`src/rtl/gray_ptr_receiver_if.sv`:
```
// Signal bundle for the Gray-pointer receiver: remote Gray pointer in, decoded pointer and status out.
// There is no valid/ready handshake. grayPtrIn is free-running and asynchronous to clk; every other signal is clk-synchronous.
interface gray_ptr_receiver_if #(
  parameter int N = 4
);
  logic [N-1:0] grayPtrIn;
  logic [N-1:0] localBinPtr;
  logic         errClr;
  logic [N-1:0] binPtrOut;
  logic         ptrAdvance;
  logic [N-1:0] level;
  logic         empty;
  logic         grayErr;
  logic         levelErr;

  modport master (
    output grayPtrIn,
    output localBinPtr,
    output errClr,
    input  binPtrOut,
    input  ptrAdvance,
    input  level,
    input  empty,
    input  grayErr,
    input  levelErr
  );

  modport slave (
    input  grayPtrIn,
    input  localBinPtr,
    input  errClr,
    output binPtrOut,
    output ptrAdvance,
    output level,
    output empty,
    output grayErr,
    output levelErr
  );
endinterface

```
`src/rtl/gray_ptr_receiver.sv`:
```
// Read-side receiver for an async FIFO write pointer: synchronize, Gray-decode, compute level and empty, flag crossing errors.
// Optional macro GRAY_RX_PIPE_EN adds one register stage between decode and binPtrOut.
module gray_ptr_receiver #(
  parameter int N           = 4,
  parameter int SYNC_STAGES = 2
) (
  input logic                clk,
  input logic                rstN,
  gray_ptr_receiver_if.slave bus
);

  localparam logic [N-1:0] DEPTH = {1'b1, {(N-1){1'b0}}};
  localparam logic [N-1:0] ONE   = {{(N-1){1'b0}}, 1'b1};

  if (SYNC_STAGES < 2 || SYNC_STAGES > 4) begin : g_bad_sync_stages
    $error("gray_ptr_receiver: SYNC_STAGES must be 2..4");
  end

  logic [SYNC_STAGES-1:0][N-1:0] sync_q;
  logic [SYNC_STAGES-1:0][N-1:0] sync_d;
  logic [N-1:0] gray_s;
  logic [N-1:0] prev_gray_q;
  logic [N-1:0] prev_gray_d;
  logic [N-1:0] gray_diff;
  logic         gray_changed;
  logic         gray_multi;
  logic [N-1:0] dec_bin;
  logic [N-1:0] bin_ptr_q;
  logic [N-1:0] bin_ptr_d;
  logic         ptr_adv_q;
  logic         ptr_adv_d;
  logic [N-1:0] level_c;
  logic         gray_err_q;
  logic         gray_err_d;
  logic         level_err_q;
  logic         level_err_d;

  function automatic logic [N-1:0] gray2bin(input logic [N-1:0] g);
    logic [N-1:0] b;
    b = g;
    for (int i = N - 2; i >= 0; i--) begin
      b[i] = b[i+1] ^ g[i];
    end
    return b;
  endfunction

  // Pure flop chain: nothing combinational may sit between synchronizer stages.
  always_comb begin
    sync_d = {sync_q[SYNC_STAGES-2:0], bus.grayPtrIn};
  end

  always_comb begin
    gray_s       = sync_q[SYNC_STAGES-1];
    prev_gray_d  = gray_s;
    gray_diff    = gray_s ^ prev_gray_q;
    gray_changed = |gray_diff;
    // x & (x-1) is nonzero exactly when more than one bit of x is set.
    gray_multi   = |(gray_diff & (gray_diff - ONE));
    dec_bin      = gray2bin(gray_s);
  end

`ifdef GRAY_RX_PIPE_EN
  logic [N-1:0] pipe_bin_q;
  logic [N-1:0] pipe_bin_d;
  logic         pipe_adv_q;
  logic         pipe_adv_d;

  // The change flag rides the same extra stage as the decoded value so they stay aligned.
  always_comb begin
    pipe_bin_d = dec_bin;
    pipe_adv_d = gray_changed;
    bin_ptr_d  = pipe_bin_q;
    ptr_adv_d  = pipe_adv_q;
  end

  always_ff @(posedge clk or negedge rstN) begin
    if (!rstN) begin
      pipe_bin_q <= '0;
      pipe_adv_q <= 1'b0;
    end else begin
      pipe_bin_q <= pipe_bin_d;
      pipe_adv_q <= pipe_adv_d;
    end
  end
`else
  always_comb begin
    bin_ptr_d = dec_bin;
    ptr_adv_d = gray_changed;
  end
`endif

  // Sticky error flags: a new set on the same edge as errClr takes priority.
  always_comb begin
    level_c     = bin_ptr_q - bus.localBinPtr;
    gray_err_d  = gray_err_q;
    level_err_d = level_err_q;
    if (bus.errClr) begin
      gray_err_d  = 1'b0;
      level_err_d = 1'b0;
    end
    if (gray_multi) begin
      gray_err_d = 1'b1;
    end
    if (level_c > DEPTH) begin
      level_err_d = 1'b1;
    end
  end

  always_ff @(posedge clk or negedge rstN) begin
    if (!rstN) begin
      sync_q      <= '0;
      prev_gray_q <= '0;
      bin_ptr_q   <= '0;
      ptr_adv_q   <= 1'b0;
      gray_err_q  <= 1'b0;
      level_err_q <= 1'b0;
    end else begin
      sync_q      <= sync_d;
      prev_gray_q <= prev_gray_d;
      bin_ptr_q   <= bin_ptr_d;
      ptr_adv_q   <= ptr_adv_d;
      gray_err_q  <= gray_err_d;
      level_err_q <= level_err_d;
    end
  end

  assign bus.binPtrOut  = bin_ptr_q;
  assign bus.ptrAdvance = ptr_adv_q;
  assign bus.level      = level_c;
  assign bus.empty      = (bin_ptr_q == bus.localBinPtr);
  assign bus.grayErr    = gray_err_q;
  assign bus.levelErr   = level_err_q;

endmodule

```
`src/flat_wrapper.sv`:
```
// flat-port wrapper written by rule: the top's interface ports become plain ports
module gray_ptr_receiver_flat 
#(
  parameter int N           = 4,
  parameter int SYNC_STAGES = 2
)
  (clk, rstN, bus_grayPtrIn, bus_localBinPtr, bus_errClr, bus_binPtrOut, bus_ptrAdvance, bus_level, bus_empty, bus_grayErr, bus_levelErr);
  gray_ptr_receiver_if #(.N(N)) bus_i ();
  input logic clk;
  input logic rstN;
  input wire logic [$bits(bus_i.grayPtrIn)-1:0] bus_grayPtrIn;
  input wire logic [$bits(bus_i.localBinPtr)-1:0] bus_localBinPtr;
  input wire logic [$bits(bus_i.errClr)-1:0] bus_errClr;
  output wire logic [$bits(bus_i.binPtrOut)-1:0] bus_binPtrOut;
  output wire logic [$bits(bus_i.ptrAdvance)-1:0] bus_ptrAdvance;
  output wire logic [$bits(bus_i.level)-1:0] bus_level;
  output wire logic [$bits(bus_i.empty)-1:0] bus_empty;
  output wire logic [$bits(bus_i.grayErr)-1:0] bus_grayErr;
  output wire logic [$bits(bus_i.levelErr)-1:0] bus_levelErr;
  assign bus_i.grayPtrIn = bus_grayPtrIn;
  assign bus_i.localBinPtr = bus_localBinPtr;
  assign bus_i.errClr = bus_errClr;
  assign bus_binPtrOut = bus_i.binPtrOut;
  assign bus_ptrAdvance = bus_i.ptrAdvance;
  assign bus_level = bus_i.level;
  assign bus_empty = bus_i.empty;
  assign bus_grayErr = bus_i.grayErr;
  assign bus_levelErr = bus_i.levelErr;
  gray_ptr_receiver #(.N(N), .SYNC_STAGES(SYNC_STAGES)) u_core (.clk(clk), .rstN(rstN), .bus(bus_i));
endmodule
```
`config.mk`:
```
export PLATFORM = sky130hd
export DESIGN_NAME = gray_ptr_receiver_flat
export DESIGN_NICKNAME = d
export VERILOG_FILES = /design/src/rtl/gray_ptr_receiver_if.sv /design/src/rtl/gray_ptr_receiver.sv /design/src/flat_wrapper.sv
export SDC_FILE = /design/constraint.sdc
export NUM_CORES = 1
export LEC_CHECK = 0
export CORE_MARGIN = 1.5
export CORE_UTILIZATION = 41
export DETAILED_ROUTE_END_ITERATION = 10
export PLACE_DENSITY = 0.77
export SYNTH_ARGS = -nofsm -noshare
export SYNTH_HDL_FRONTEND = slang
export SYNTH_SLANG_ARGS = --single-unit
```
`constraint.sdc`:
```
create_clock -name clk -period 4.4 [get_ports clk]
set_input_delay 0.88 -clock clk [delete_from_list [all_inputs] [get_ports clk]]
set_output_delay 0.88 -clock clk [all_outputs]
set_load 0.01 [all_outputs]
```
* Word level (Yosys, flattened, before mapping)
Cells that the tools add are included.
** Cells by class
- $add $sub $neg :: 2
- Multiply operators :: 0
- Div/mod/pow operators :: 0
- $lt $le $gt $ge :: 1
- Equal/unequal tests :: 1
- Shift operators :: 0
- Multiplexer cells :: 3
- Bitwise operators :: 5
- Reduce and logical (&&, ||, !) cells :: 4
** Operator list (count)
- 4-bit OR reduction :: 2
- 4-bit bitwise AND :: 1
- 4-bit equality test :: 1
- 4-bit > comparator (second input constant) :: 1
- 2-bit nonzero test :: 2
- 4-bit by 1-bit subtractor with 4-bit output (second input constant) :: 1
- 4-bit subtractor :: 1
- 4-bit bitwise XOR :: 1
- 1-bit two-way mux :: 3
- 1-bit bitwise XOR :: 3
** Word-level totals
- Register bits :: 19
- Bits in latches :: 0
- Bits in writable memories :: 0
- Bits in read-only memories :: 0
- Input port bits :: 11
- Output and inout port bits :: 12
- Memories kept :: 0

* Logic depth before layout (Yosys ltp)
Gate-level depths: netlist of the first run.
- Depth in word-level cells :: 5
- Gate-level depth with buffers :: 6
- Mapped depth without buffers :: 6

* Least setup slack after synthesis of the first run
OpenSTA, ideal clock, no wires.
- Kind :: input-to-output
- Start :: in bus_localBinPtr[0]
- End :: out bus_level[2]
- Arrival :: 1709 ps
- Data required time :: 3520 ps
- Path slack :: 1811 ps
- Stages on the path :: 3
- Path buffers :: 0
- Cell sequence :: ha_1 -> fa_1 -> xnor2_1
** Between the ends
- Word-level cells in the longest chain between the ends :: 1
** Ends and longest elaborated chain
- from (decl) :: line flat_wrapper.sv:12 : input wire logic [$bits(bus_i.localBinPtr)-1:0] bus_localBinPtr;
- 4-bit subtractor :: line gray_ptr_receiver.sv:94 : level_c = bin_ptr_q - bus.localBinPtr;
- to (decl) :: line flat_wrapper.sv:16 : output wire logic [$bits(bus_i.level)-1:0] bus_level;
Every way passes these cells.

* Final worst setup path of the first run
- Start :: in bus_localBinPtr[1]
- End :: out bus_level[3]
Same word-level chain as after synthesis.

==> results of run 1 <==
## metal layers
metal / up-vias / global-route usage (%) / wire [um]
met3: 0 / 2.86 / 88
met1: 209 / 16.8 / 444
met4: 0 / 7.27 / 0
met2: 23 / 24.9 / 552
li1: 225 / - / -
met5: - / 0 / 0
## metrics by stage
step	instances	setup slack (ns)	cell area [sq um]
global placement	91	0.872	941
detailed placement	91	0.877	941
finish	94	0.872	963
global route	94	0.722	963
floorplan	54	1.81	708
CTS	94	0.869	963
## cell families after synthesis
logic type	Yosys count	share of synthesized area [%]
AOI/OAI and AO/OA	6	5.12
xor gates and xnor gates	9	11.1
adders and majority gates	4	8.13
buffers and inverters	8	4.77
DFF	18	63.6
and+or+nand+nor	9	7.25
## how the worst min path moves through the flow
stage                                      end                  startpoint  slack (ns)  cells after the start
global placement    u_core.gray_s[1]$_DFF_PN0_  u_core.sync_d[5]$_DFF_PN0_        0.33                      0
CTS                 u_core.gray_s[3]$_DFF_PN0_  u_core.sync_d[7]$_DFF_PN0_        0.36                      0
detailed placement  u_core.gray_s[3]$_DFF_PN0_  u_core.sync_d[7]$_DFF_PN0_        0.34                      0
finish              u_core.gray_s[3]$_DFF_PN0_  u_core.sync_d[7]$_DFF_PN0_        0.35                      0
global route        u_core.gray_s[3]$_DFF_PN0_  u_core.sync_d[7]$_DFF_PN0_        0.36                      0
floorplan           u_core.gray_s[0]$_DFF_PN0_  u_core.sync_d[4]$_DFF_PN0_        0.33                      0
## where the power goes
group | internal, W | leakage (nW) | total (W) | switching [W]
Sequential | 0.000179 | 0.204 | 0.000188 | 0.00000835
Combinational | 0.0000615 | 0.219 | 0.000109 | 0.0000471
Clock | 0.0000317 | 0.0138 | 0.0000735 | 0.0000418
Total | 0.000273 | 0.437 | 0.000370 | 0.0000973
## registers in the layout, summed over array words and instances, names as in the netlist
register	flops
u_core.bus.binPtrOut	4
u_core.bus.grayErr	1
u_core.bus.levelErr	1
u_core.bus.ptrAdvance	1
u_core.gray_s	4
u_core.prev_gray_q	3
u_core.sync_d	4
## Yosys cell counts, types with 2 or more instances
master	instances	share of area [%]
nor2_1	2	1.1
dfrtp_1	18	64
xor2_1	8	9.9
a21oi_1	2	1.4
inv_1	7	3.7
o21ai_0	2	1.4
ha_1	3	5.3
## final cells by class
type / count / area (sq um)
fill: 130 / 596
sequential: 18 / 450
multi-input combinational: 28 / 224
timing repair buffer: 22 / 220
inverter: 7 / 26.3
clock buffer: 3 / 22.5
tap: 16 / 20.0
==> run_results.csv, run 1 <==
group,metric,value,unit
worst_setup_path,worst-path-max-fanout,2,
detailed_routing,drc,4,
floorplan,die_w,44.6,um
sta,finalSetupTns,0,ns
worst_setup_path,criticalPathCategory,"in -> out",
worst_setup_path,crit_end,"bus_level[3]",
outcome,status,"finished with violations",
synthesis,syn_inst,54,
grt,antenna_found_initial,0,
sta,min_period,3.53,ns
finish,fin_util,61.8,%
power,pwr_density_cell,384,mW/mm^2
clock_network,postCtsHoldBufs,0,
worst_setup_path,required,3.52,ns
worst_setup_path,worstSetupStartpoint,"bus_localBinPtr[1]",
finish,layout-drive-gt1-share,3.85,%
synthesis,synth.distinct_cells,19,
worst_setup_path,end_kind,"output pin",
worst_setup_path,cpPeakStageDelay,0.53,ns
worst_setup_path,path_common_cell,"clkdlybuf4s50_1",
floorplan,io_pins,23,
worst_setup_path,slowest_stage,"clkdlybuf4s50_1",
grt,grt_pass1_vias,481,
sta,finalClockSkew,0.00379,ns
worst_setup_path,r2r-start,"u_core.bus.binPtrOut[0]$_DFF_PN0_",
clock_network,post-cts-setup-buffers,0,
worst_setup_path,start_kind,"primary input",
worst_setup_path,worstSetupPathDepth,7,
grt,overflow,0,
power,leakagePower,0.437,nW
worst_setup_path,cp_top_family,"buffers and inverters",
placed_design,post-dp-hpwl,910,um
grt,grt_max_degree,19,
clock_network,clock-sinks,18,
power,finalPower,0.000370,W
sta,fmax,283,MHz
detailed_routing,wl_per_cell,11.5,um
worst_setup_path,reg2reg_to,"u_core.bus.levelErr$_DFFE_PN0P_",
finish,synthToLayoutAreaGrowth,36.0,%
sta,drv_slew,0,
worst_setup_path,crit_chain,"clkdlybuf4s50_1 > inv_1 > ha_1 > nand3b_1 > and3_1 > nor2_1 > clkdlybuf4s50_1",
clock_network,clk_latency,0.27,ns
outcome,violations,"design-rule violations",
worst_setup_path,cp_num_buf_inv,3,
worst_setup_path,r2r_cells,6,
sta,final_hold_viol_count,0,
sta,maxSlewHeadroom,51.1,%
synthesis,synthesis.area,708,sq um
placed_design,port_buffers,22,
sta,whs,0.355,ns
detailed_routing,routed_wl,1090,um
grt,grt_util_all_layers,14.4,%
clock_network,cts-root-buf,"clkbuf_4",
floorplan,core,0.00156,sq mm
detailed_routing,ant_nets,0,
floorplan,die_y,44.6,um
finish,antenna_cells,0,
floorplan,fp-row-count,14,
synthesis,yosys_warnings,0,
synthesis,async_flop_share,100,%
grt,grt_pass1_wl,2060,um
worst_setup_path,r2r_setup_slack,2.80,ns
detailed_routing,via_count,457,
clock_network,post_cts_resize_count,0,
synthesis,synthesis.nets,69,
floorplan,dieArea,0.00199,sq mm
detailed_routing,initialDrtViolationCount,8,
clock_network,h-tree-depth,1,
clock_network,cts_tree,"done",
sta,setup_viol,0,
synthesis,synth.yosys.seq_area_share,63.6,%
sta,rsz0062_at_grt,"no",
clock_network,path_clk_slew,0.08,ns
power,ir_drop,0.222,mV
floorplan,initial_core_util,45.4,%
synthesis,synth-main-ff-cell,"dfrtp_1",
worst_setup_path,worstPathArrival,2.65,ns
clock_network,cts_buffers,3,
placed_design,place_congestion,0.656,
synthesis,syn_avg_cell_area,13.1,sq um
detailed_routing,routed_via_density,4.86,
clock_network,clockBufferDepth,2,
detailed_routing,dr.pass1.iters,6,
sta,finalCritPeriodShare,80.2,%
hold_path,hp-class,"reg -> reg",
synthesis,synth_edf_count,0,
finish,finalNetCount,95,
finish,final_cell_mix,"clkdlybuf4s50_1, dfrtp_1, xor2_1",
job,maxCapViolCount,0,
sta,worst_pin_slew,0.732,ns
synthesis,ys_ff_latch,18,
finish,final_common_cell,"clkdlybuf4s50_1",
(Power assumes the default switching activity.)
==> run 2: changes to the inputs <==
==> constraint.sdc (replaced) <==
create_clock -name clk -period 3.6 [get_ports clk]
set_input_delay 0.72 -clock clk [delete_from_list [all_inputs] [get_ports clk]]
set_output_delay 0.72 -clock clk [all_outputs]
set_load 0.01 [all_outputs]
==> run 2 against run 1 <==
- the run still ends with design-rule violations left
- flip-flop and latch count unchanged
- die area did not move
- design area rose by 1.4%
==> run_results.csv, run 2 (synthesis results as in run 1) <==
group,metric,value,unit
outcome,status,"finished with violations",
outcome,violations,"design-rule violations",
worst_setup_path,cpPeakStageDelay,0.57,ns
worst_setup_path,r2r_setup_slack,2.00,ns
sta,rsz0062_at_grt,"no",
clock_network,h-tree-depth,1,
worst_setup_path,reg2reg_to,"u_core.bus.levelErr$_DFFE_PN0P_",
placed_design,place_congestion,0.658,
finish,synthToLayoutAreaGrowth,38.0,%
grt,grt_pass1_vias,503,
grt,antenna_found_initial,0,
sta,finalClockSkew,0.00537,ns
detailed_routing,initialDrtViolationCount,4,
clock_network,post-cts-setup-buffers,0,
finish,layout-drive-gt1-share,5.06,%
power,switching_share,26.3,%
clock_network,postCtsHoldBufs,0,
floorplan,initial_core_util,45.4,%
power,p_comb_share,27.6,%
detailed_routing,ant_nets,0,
grt,grt_pass1_wl,2180,um
power,pwr-share-seq,47.5,%
clock_network,clk_latency,0.29,ns
sta,min_period,3.20,ns
detailed_routing,wl_per_cell,11.9,um
hold_path,hp-class,"reg -> reg",
finish,final_common_cell,"clkdlybuf4s50_1",
power,ir_drop,0.277,mV
grt,grt_max_degree,19,
detailed_routing,via_count,475,
worst_setup_path,start_kind,"primary input",
detailed_routing,dr.pass1.iters,7,
detailed_routing,routed_via_density,5.00,
sta,finalCritPeriodShare,88.8,%
placed_design,post-dp-hpwl,929,um
clock_network,clockBufferDepth,2,
worst_setup_path,path_common_cell,"clkdlybuf4s50_1",
worst_setup_path,criticalPathCategory,"in -> out",
clock_network,post_cts_resize_count,0,
clock_network,cts_buffers,3,
floorplan,dieArea,0.00199,sq mm
sta,worst_pin_slew,0.728,ns
finish,fill_cells,132,
floorplan,die_y,44.6,um
finish,finalNetCount,95,
sta,finalSetupTns,0,ns
worst_setup_path,crit_end,"bus_level[2]",
worst_setup_path,crit_chain,"clkdlybuf4s50_1 > ha_1 > fa_1 > xnor2_1 > clkdlybuf4s50_1",
sta,maxSlewHeadroom,51.3,%
grt,grt_util_all_layers,15.8,%
finish,final_cell_mix,"clkdlybuf4s50_1, dfrtp_1, xor2_1",
clock_network,cts_tree,"done",
power,clockPowerShare,24.9,%
sta,setup_viol,0,
sta,final_hold_viol_count,0,
sta,drv_slew,0,
worst_setup_path,worstSetupStartpoint,"bus_localBinPtr[0]",
floorplan,fp-row-count,14,
clock_network,cts-root-buf,"clkbuf_4",
worst_setup_path,worst-path-max-fanout,2,
grt,overflow,0,
floorplan,core,0.00156,sq mm
worst_setup_path,r2r_cells,6,
floorplan,io_pins,23,
worst_setup_path,r2r-start,"u_core.bus.binPtrOut[0]$_DFF_PN0_",
worst_setup_path,required,2.88,ns
finish,fin_util,62.7,%
power,p_sw,0.000127,W
worst_setup_path,end_kind,"output pin",
sta,fmax,313,MHz
worst_setup_path,worstPathArrival,2.48,ns
worst_setup_path,slowest_stage,"clkdlybuf4s50_1",
placed_design,port_buffers,22,
power,pwr_density_cell,494,mW/mm^2
clock_network,path_clk_slew,0.09,ns
power,p_int,0.000356,W
power,leakagePower,0.445,nW
job,maxCapViolCount,0,
floorplan,die_w,44.6,um
detailed_routing,routed_wl,1130,um
finish,antenna_cells,0,
clock_network,clock-sinks,18,
detailed_routing,drc,4,
run 2: changes by cell type in the layout (fill, tap and decap cells not counted):
cell      delta
clkbuf_8     +1
run 2: through the flow:
step / total power, W / hold slack, ns / worst slack (ns) / cell area (sq um) / std cells
final: 0.000483 / 0.357 / 0.402 / 977 / 95
after global routing: 0.000517 / 0.364 / 0.274 / 977 / 95
after CTS: 0.000488 / 0.360 / 0.391 / 977 / 95
after detailed placement: 0.000369 / 0.337 / 0.404 / 941 / 91
after global placement: 0.000365 / 0.334 / 0.392 / 941 / 91
after floorplan: 0.000294 / 0.331 / 1.33 / 708 / 54
run 2: worst min path at each step:
stage / startpoint / slack [ns] / cells past startpoint / end
after floorplan: u_core.sync_d[4]$_DFF_PN0_ / 0.33 / 0 / u_core.gray_s[0]$_DFF_PN0_
after global placement: u_core.sync_d[5]$_DFF_PN0_ / 0.33 / 0 / u_core.gray_s[1]$_DFF_PN0_
after detailed placement: u_core.sync_d[4]$_DFF_PN0_ / 0.34 / 0 / u_core.gray_s[0]$_DFF_PN0_
after CTS: u_core.sync_d[7]$_DFF_PN0_ / 0.36 / 0 / u_core.gray_s[3]$_DFF_PN0_
after global routing: u_core.sync_d[7]$_DFF_PN0_ / 0.36 / 0 / u_core.gray_s[3]$_DFF_PN0_
final: u_core.sync_d[7]$_DFF_PN0_ / 0.36 / 0 / u_core.gray_s[3]$_DFF_PN0_
run 2: critical path, delay by kind of cell:
family	cells	cell delay, ns
xor gates and xnor gates	1	0.19
buffers and inverters	2	0.97
adders and majority gates	2	0.60
run 2: layout make-up:
type | instances | area [sq um] | share of cell area (%)
Clock buffer | 4 | 36.3 | 3.71
Inverter | 7 | 26.3 | 2.69
Multi-Input combinational cell | 28 | 224 | 22.9
Sequential cell | 18 | 450 | 46.1
Tap cell | 16 | 20.0 | 2.05
Timing Repair Buffer | 22 | 220 | 22.5
run 2: power by group through the flow:
stage / clock network [W] / logic, W / registers [W]
2_1_floorplan: 0 / 0.0000560 / 0.000238
3_3_place_gp: 0 / 0.000132 / 0.000233
3_5_place_dp: 0 / 0.000135 / 0.000234
4_1_cts: 0.000123 / 0.000135 / 0.000230
5_1_grt: 0.000135 / 0.000150 / 0.000232
6_report: 0.000120 / 0.000133 / 0.000230
run 2: routing by layer:
metal	part of all wire [%]	GRT usage, %	routed length [um]
met1	38	17.4	435
met2	49	27.2	561
met3	10	4.08	115
met4	1.9	9.09	22
met5	0	0	0
==> run 3: changes to the inputs <==
--- a/config.mk
+++ b/config.mk
@@ -5,6 +5,7 @@
 export SDC_FILE = /design/constraint.sdc
 export NUM_CORES = 1
 export LEC_CHECK = 0
+export ABC_CLOCK_PERIOD_IN_PS = 3600
 export CORE_MARGIN = 1.5
 export CORE_UTILIZATION = 41
 export DETAILED_ROUTE_END_ITERATION = 10
==> results of run 3 <==
Final layout, timing and power as in run 2 (identical DEF).
